**src/rtl/seq_detect_prog_if.sv**
```systemverilog
// Bus bundle for seq_detect_prog: serial input qualification, runtime
// configuration, counter control and match/status outputs.
interface seq_detect_prog_if #(
  parameter int PAT_W = 4,
  parameter int CNT_W = 8,
  parameter int LEN_W = $clog2(PAT_W + 1)
);
  // in_valid qualifies in_bit; a bit is consumed on every clk edge where
  // in_valid is high and cfg_load is low. There is no backpressure.
  logic             in_valid;
  logic             in_bit;
  logic             cfg_load;
  logic [PAT_W-1:0] cfg_pattern;
  logic [LEN_W-1:0] cfg_len;
  logic             cfg_ovl;
  logic             cnt_clr;
  logic             match;
  logic [CNT_W-1:0] match_cnt;
  logic [LEN_W-1:0] act_len;

  modport master (
    output in_valid, in_bit, cfg_load, cfg_pattern, cfg_len, cfg_ovl, cnt_clr,
    input  match, match_cnt, act_len
  );

  modport slave (
    input  in_valid, in_bit, cfg_load, cfg_pattern, cfg_len, cfg_ovl, cnt_clr,
    output match, match_cnt, act_len
  );
endinterface

```
**src/rtl/seq_detect_prog.sv**
```systemverilog
// Runtime-programmable serial pattern detector with saturating match counter.
// Define SEQ_DETECT_MATCH_REG_EN to drive match from a flop (one cycle late).
module seq_detect_prog #(
  parameter int               PAT_W   = 4,
  parameter int               CNT_W   = 8,
  parameter logic [PAT_W-1:0] DEF_PAT = 4'b1010,
  parameter logic             DEF_OVL = 1'b1,
  parameter int               LEN_W   = $clog2(PAT_W + 1)
) (
  input logic              clk,
  input logic              rst,
  seq_detect_prog_if.slave bus
);

  localparam int               HIST_W   = (PAT_W > 1) ? PAT_W - 1 : 1;
  localparam logic [LEN_W-1:0] LEN_MAX  = LEN_W'(PAT_W);
  localparam logic [LEN_W-1:0] FILL_MAX = LEN_W'(PAT_W - 1);

  logic [PAT_W-1:0]  pat_q;
  logic [LEN_W-1:0]  len_q;
  logic              ovl_q;
  logic [HIST_W-1:0] hist_q;
  logic [LEN_W-1:0]  fill_q;
  logic [CNT_W-1:0]  cnt_q;

  logic [HIST_W:0]   win;
  logic [PAT_W-1:0]  mask;
  logic [LEN_W:0]    fill_p1;
  logic [LEN_W-1:0]  len_clamped;
  logic              fill_ok;
  logic              pat_eq;
  logic              match_comb;

  // Newest bit sits at the LSB, so the oldest bit of the active window lines
  // up with pat[len-1].
  assign win     = {hist_q, bus.in_bit};
  assign mask    = {PAT_W{1'b1}} >> (LEN_MAX - len_q);
  assign fill_p1 = {1'b0, fill_q} + (LEN_W + 1)'(1);
  assign fill_ok = (fill_p1 >= {1'b0, len_q});
  assign pat_eq  = ((win[PAT_W-1:0] & mask) == (pat_q & mask));

  assign match_comb = bus.in_valid & ~bus.cfg_load & ~rst & fill_ok & pat_eq;

  assign len_clamped = ((bus.cfg_len == '0) || (bus.cfg_len > LEN_MAX)) ?
                       LEN_MAX : bus.cfg_len;

  always_ff @(posedge clk) begin
    if (rst) begin
      pat_q  <= DEF_PAT;
      len_q  <= LEN_MAX;
      ovl_q  <= DEF_OVL;
      hist_q <= '0;
      fill_q <= '0;
    end else if (bus.cfg_load) begin
      pat_q  <= bus.cfg_pattern;
      len_q  <= len_clamped;
      ovl_q  <= bus.cfg_ovl;
      hist_q <= '0;
      fill_q <= '0;
    end else if (bus.in_valid) begin
      // Non-overlapping mode restarts from an empty window after a match.
      if (match_comb && !ovl_q) begin
        hist_q <= '0;
        fill_q <= '0;
      end else begin
        hist_q <= win[HIST_W-1:0];
        if (fill_q != FILL_MAX) begin
          fill_q <= fill_q + LEN_W'(1);
        end
      end
    end
  end

  // Clear beats a coincident match; the counter never wraps.
  always_ff @(posedge clk) begin
    if (rst) begin
      cnt_q <= '0;
    end else if (bus.cnt_clr) begin
      cnt_q <= '0;
    end else if (match_comb && (cnt_q != {CNT_W{1'b1}})) begin
      cnt_q <= cnt_q + CNT_W'(1);
    end
  end

  assign bus.match_cnt = cnt_q;
  assign bus.act_len   = len_q;

`ifdef SEQ_DETECT_MATCH_REG_EN
  logic match_q;

  always_ff @(posedge clk) begin
    if (rst || bus.cfg_load) begin
      match_q <= 1'b0;
    end else begin
      match_q <= match_comb;
    end
  end

  assign bus.match = match_q;
`else
  assign bus.match = match_comb;
`endif

endmodule

```
**src/flat_wrapper.sv**
```systemverilog
// flat-port wrapper written by rule: the top's interface ports become plain ports
module seq_detect_prog_flat 
#(
  parameter int               PAT_W   = 4,
  parameter int               CNT_W   = 8,
  parameter logic [PAT_W-1:0] DEF_PAT = 4'b1010,
  parameter logic             DEF_OVL = 1'b1,
  parameter int               LEN_W   = $clog2(PAT_W + 1)
)
  (clk, rst, bus_in_valid, bus_in_bit, bus_cfg_load, bus_cfg_pattern, bus_cfg_len, bus_cfg_ovl, bus_cnt_clr, bus_match, bus_match_cnt, bus_act_len);
  seq_detect_prog_if #(.PAT_W(PAT_W), .CNT_W(CNT_W), .LEN_W(LEN_W)) bus_i ();
  input logic clk;
  input logic rst;
  input wire logic [$bits(bus_i.in_valid)-1:0] bus_in_valid;
  input wire logic [$bits(bus_i.in_bit)-1:0] bus_in_bit;
  input wire logic [$bits(bus_i.cfg_load)-1:0] bus_cfg_load;
  input wire logic [$bits(bus_i.cfg_pattern)-1:0] bus_cfg_pattern;
  input wire logic [$bits(bus_i.cfg_len)-1:0] bus_cfg_len;
  input wire logic [$bits(bus_i.cfg_ovl)-1:0] bus_cfg_ovl;
  input wire logic [$bits(bus_i.cnt_clr)-1:0] bus_cnt_clr;
  output wire logic [$bits(bus_i.match)-1:0] bus_match;
  output wire logic [$bits(bus_i.match_cnt)-1:0] bus_match_cnt;
  output wire logic [$bits(bus_i.act_len)-1:0] bus_act_len;
  assign bus_i.in_valid = bus_in_valid;
  assign bus_i.in_bit = bus_in_bit;
  assign bus_i.cfg_load = bus_cfg_load;
  assign bus_i.cfg_pattern = bus_cfg_pattern;
  assign bus_i.cfg_len = bus_cfg_len;
  assign bus_i.cfg_ovl = bus_cfg_ovl;
  assign bus_i.cnt_clr = bus_cnt_clr;
  assign bus_match = bus_i.match;
  assign bus_match_cnt = bus_i.match_cnt;
  assign bus_act_len = bus_i.act_len;
  seq_detect_prog #(.PAT_W(PAT_W), .CNT_W(CNT_W), .DEF_PAT(DEF_PAT), .DEF_OVL(DEF_OVL), .LEN_W(LEN_W)) u_core (.clk(clk), .rst(rst), .bus(bus_i));
endmodule
```
**config.mk**
```make
export PLATFORM = sky130hd
export DESIGN_NAME = seq_detect_prog_flat
export DESIGN_NICKNAME = d
export VERILOG_FILES = /design/src/rtl/seq_detect_prog_if.sv /design/src/rtl/seq_detect_prog.sv /design/src/flat_wrapper.sv
export SDC_FILE = /design/constraint.sdc
export NUM_CORES = 1
export LEC_CHECK = 0
export CORE_UTILIZATION = 50
export DETAILED_ROUTE_END_ITERATION = 10
export PLACE_DENSITY = 0.78
export SLEW_MARGIN = 5
export SYNTH_ARGS = -nofsm -noshare
export SYNTH_HDL_FRONTEND = slang
export SYNTH_SLANG_ARGS = --single-unit
```
**constraint.sdc**
```tcl
create_clock -name clk -period 6 [get_ports clk]
set_input_delay 0.9 -clock clk [delete_from_list [all_inputs] [get_ports clk]]
set_output_delay 0.9 -clock clk [all_outputs]
set_load 0.03 [all_outputs]
```
# Yosys cells after proc, flatten, opt, wreduce, memory -nomap -nowiden
# Cells that the tools add are included.
# W data, S select, Z words.
# op_classes
n_mux	4
shift	1
eq_ne	3
bitwise_logic	8
n_lt_le_gt_ge	2
add_sub_neg	4
reduce_logical	9
# ops
op	count
$mux W3	4
$add A8 B1 Y8 const B	1
$and A4 B4 Y4	2
$ne A8 B8 Y1 const B	1
$add A3 B1 Y4 const B	1
$and A1 B1 Y1	4
$eq A4 B4 Y1	1
$ge A4 B3 Y1	1
$reduce_or A2 Y1	2
$shr A4 B3 Y4 const A	1
$add A3 B1 Y3 const B	1
$gt A3 B3 Y1 const B	1
$logic_not A3 Y1	1
$ne A3 B2 Y1 const B	1
$sub A3 B3 Y3 const A	1
$logic_and A1 B1 Y1	2
$not A1 Y1	2
$reduce_and A2 Y1	1
$reduce_bool A2 Y1	1
$logic_not A1 Y1	1
$logic_or A1 B1 Y1	1
# word_totals
output_inout_bits	12
inputBits	14
ff_bits	22
elab_cells	37

# Depth between registers and ports, before layout
# logic_depth
word_depth	8
ltp_mapped	10
ltp_nobuf	9

# Worst setup path before layout
# OpenSTA, ideal clock, no wires.
# synth_path
path_type	in2out
from	input bus_in_bit
to	output bus_match
n_path_buf	0
t_required_ns	5.100
arrival_time_ns	1.784
path_stages	4
slack_ns	3.316
path_cell_list	xor2_1 a21o_2 o21ai_2 and4_1
# synth_between
elab_chain_cells	3
# synth_lines
element	line	text
from (decl)	flat_wrapper.sv:15	input wire logic [$bits(bus_i.in_bit)-1:0] bus_in_bit;
$and A4 B4 Y4	seq_detect_prog.sv:40	assign pat_eq = ((win[PAT_W-1:0] & mask) == (pat_q & mask));
$eq A4 B4 Y1	seq_detect_prog.sv:40	
$and A1 B1 Y1	seq_detect_prog.sv:42	assign match_comb = bus.in_valid & ~bus.cfg_load & ~rst & fill_ok & pat_eq;
to (decl)	flat_wrapper.sv:21	output wire logic [$bits(bus_i.match)-1:0] bus_match;
# No other way between the ends.

# Worst setup path after layout
# layout_path
from	input bus_cfg_load
to	output bus_match
# layout_between
elab_chain_cells	5
# layout_lines
element	line	text
from (decl)	flat_wrapper.sv:16	input wire logic [$bits(bus_i.cfg_load)-1:0] bus_cfg_load;
$not A1 Y1	seq_detect_prog.sv:42	
$and A1 B1 Y1 (4 in a row)	seq_detect_prog.sv:42	
# No other way between the ends.

==> flow_summary.ini <==
[placement]
dp_hpwl_um = 1950
io_buffers = 25
dp_slack_ps = 2250
dpl.cell_count = 188
place.gp.congestion = 0.781

[global_route]
grt_usage = 0.217
grt_pass1_wl_um = 4310
grt_max_degree = 17
overflow = 0
first_global_vias = 979
antenna_found_initial = 0

[worst_setup_path]
path_class = primary input to primary output
required_ps = 5100
timing.rr.start = u_core.fill_q[0]
critPathLaunchType = primary input
regToRegEndpoint = u_core.bus.match_cnt[7]
cp_max_fo = 16
worstPathArrival_ps = 2870
r2r_slack_ps = 3510
end_kind = primary output
critPathLaunch = bus_cfg_load
worstRegToRegCells = 9

[pwr]
leakage_nw = 0.561
ir_worst_vdd_mv = 0.174
powerDensity_nw_per_um2 = 173
power_mw = 0.261

[timing]
tightestPinTransition_ps = 540
fin_worst_skew_ps = 5.74
finalCritPeriodShare = 0.628
slew_viol_final = 0
max-slew-margin-rel = 0.639
rsz0062_at_grt = no
max_freq_mhz = 266
hold_violations = 0
min_period_ps = 3770
finalWorstSetupSlack_ps = 2230
setup_violations = 0
tns_ps = 0

[synthesis]
syn_avg_cell_area_um2 = 8.78
ys_seq_area_frac = 0.356
synth_flop_cell = dfxtp_1
synth-seq-cells = 22
synth-edff-count = 0
async_flop_share = 0
yosysUniqueCellTypes = 34
syn_nets = 165
syn_area_um2 = 1240
ys_warn_count = 0
syn_inst = 141

[clock_tree]
cts_sinks = 22
cts_setup_buffers = 0
holdBufCountCts = 0
worstSkewPairLatency_ps = 300
cts_made_buffers = 3
cts_tree = yes
cts_root_buffer = clkbuf_4
path_clk_slew_ps = 120
clk_path_buf_depth = 2
cts-resized-gates = 0
htreeDepth = 1

[cells_and_area]
drive_above_1_share = 0.0798
fin_cells = 191
area_growth_pct = 21.8
final_util = 0.662
layout.nets = 189
diodes = 0

[drt]
dr.first_iter.drc_count = 26
post-route-drc-count = 0
postRouteAntennaNets = 0
vias = 1063
wire_per_inst_um = 13.4
drt-vias-per-instance = 5.57
firstDrtPassIters = 5
wl_um = 2560

[floorplan]
die_y_um = 51.8
dieWidth_um = 51.8
io_pins = 26
coreArea_um2 = 2280
start_util = 0.544
die-area_um2 = 2680
rows = 17

[hold_path]
min_path_cells = 2
hold_end = u_core.bus.match_cnt[4]
min_path_type = flop to flop
hp-start = u_core.bus.match_cnt[4]

[flow_run]
maxCapViolations = 0

[status]
outcome = finished clean
-- worst max path at each step --
stage | end | slack, ps | cells past startpoint
2_1_floorplan | bus_match | 3320 | 4
3_3_place_gp | bus_match | 2300 | 6
3_5_place_dp | bus_match | 2250 | 4
4_1_cts | bus_match | 2250 | 4
5_1_grt | bus_match | 2150 | 4
6_report | bus_match | 2230 | 4
-- synth_stat cells, drive strengths merged (3+ instances only) --
library cell	n	area (um^2)
dfxtp	22	440
ha	10	125
nand3	10	50.1
nor2	10	37.5
inv	9	33.8
a21oi	8	40.0
a31oi	8	65.1
nand2	8	30.0
nor2b	8	50.1
o21ai	7	50.1
clkbuf	4	15.0
xnor2	4	35.0
a211o	3	26.3
and4	3	30.0
nand2b	3	18.8
or2	3	18.8
or3	3	18.8
-- kinds of logic after synthesis --
group	Yosys count	synth area share
XOR/XNOR	6	0.0425
adder cells (fa/ha/maj)	10	0.101
multiplexers	2	0.0162
buffers and inverters	15	0.0576
AND/OR/NAND/NOR	54	0.244
flip-flops	22	0.356
AO/OA/AOI/OAI	32	0.183
-- report_power, final --
part / internal [mW] / total, mW / switching (mW)
Combinational: 0.0207 / 0.0405 / 0.0198
Clock: 0.0234 / 0.0676 / 0.0442
Sequential: 0.150 / 0.153 / 0.00333
Total: 0.194 / 0.261 / 0.0673
-- cells in the final DEF, fill, tap and decap left out, drive strengths merged --
master         instances
nor2b                  8
xnor2                  4
nor2                  10
nand2b                 3
clkdlybuf4s50         25
xor2                   2
o31ai                  2
o22ai                  2
clkbuf                 3
or3                    3
nand4                  1
nand3                 10
a31oi                  8
a21o                   1
inv                    9
or4                    2
and2                   1
nor3                   1
and4                   3
a21oi                  8
nand2                  8
or2                    3
ha                    10
dfxtp                 22
a211o                  3
mux2i                  2
a311oi                 1
nand4b                 1
o21ai                  7
-- routing by layer --
layer | wire (um) | GRT usage
met5 | 0 | 0
met4 | 46 | 0.122
met3 | 102 | 0.0439
met2 | 1180 | 0.335
met1 | 1230 | 0.281
-- registers in the layout, summed over array words and instances, names as in the netlist --
name,cells
u_core.bus.match_cnt,8
u_core.pat_q,4
u_core.bus.act_len,3
u_core.fill_q,3
u_core.hist_q,3
u_core.ovl_q,1
-- cell type report --
type,instances,area (um^2)
fillers,190,768
multi-input cells,104,726
flip-flops and latches,22,440
repair buffers,25,250
well taps,28,35.0
inverters,9,33.8
clock buffers,3,22.5
-- per-stage QoR --
stage	hold WS, ps	cell area [um^2]
floorplan	481	1240
global placement	491	1490
detailed placement	508	1490
CTS	525	1510
global route	559	1510
finish	521	1510
-- critical path, stage by stage --
cell	delay, ps
clkdlybuf4s50_1	690
nor2_1	310
and4_1	280
clkdlybuf4s50_1	690
Power figures use the tool's default switching activity.
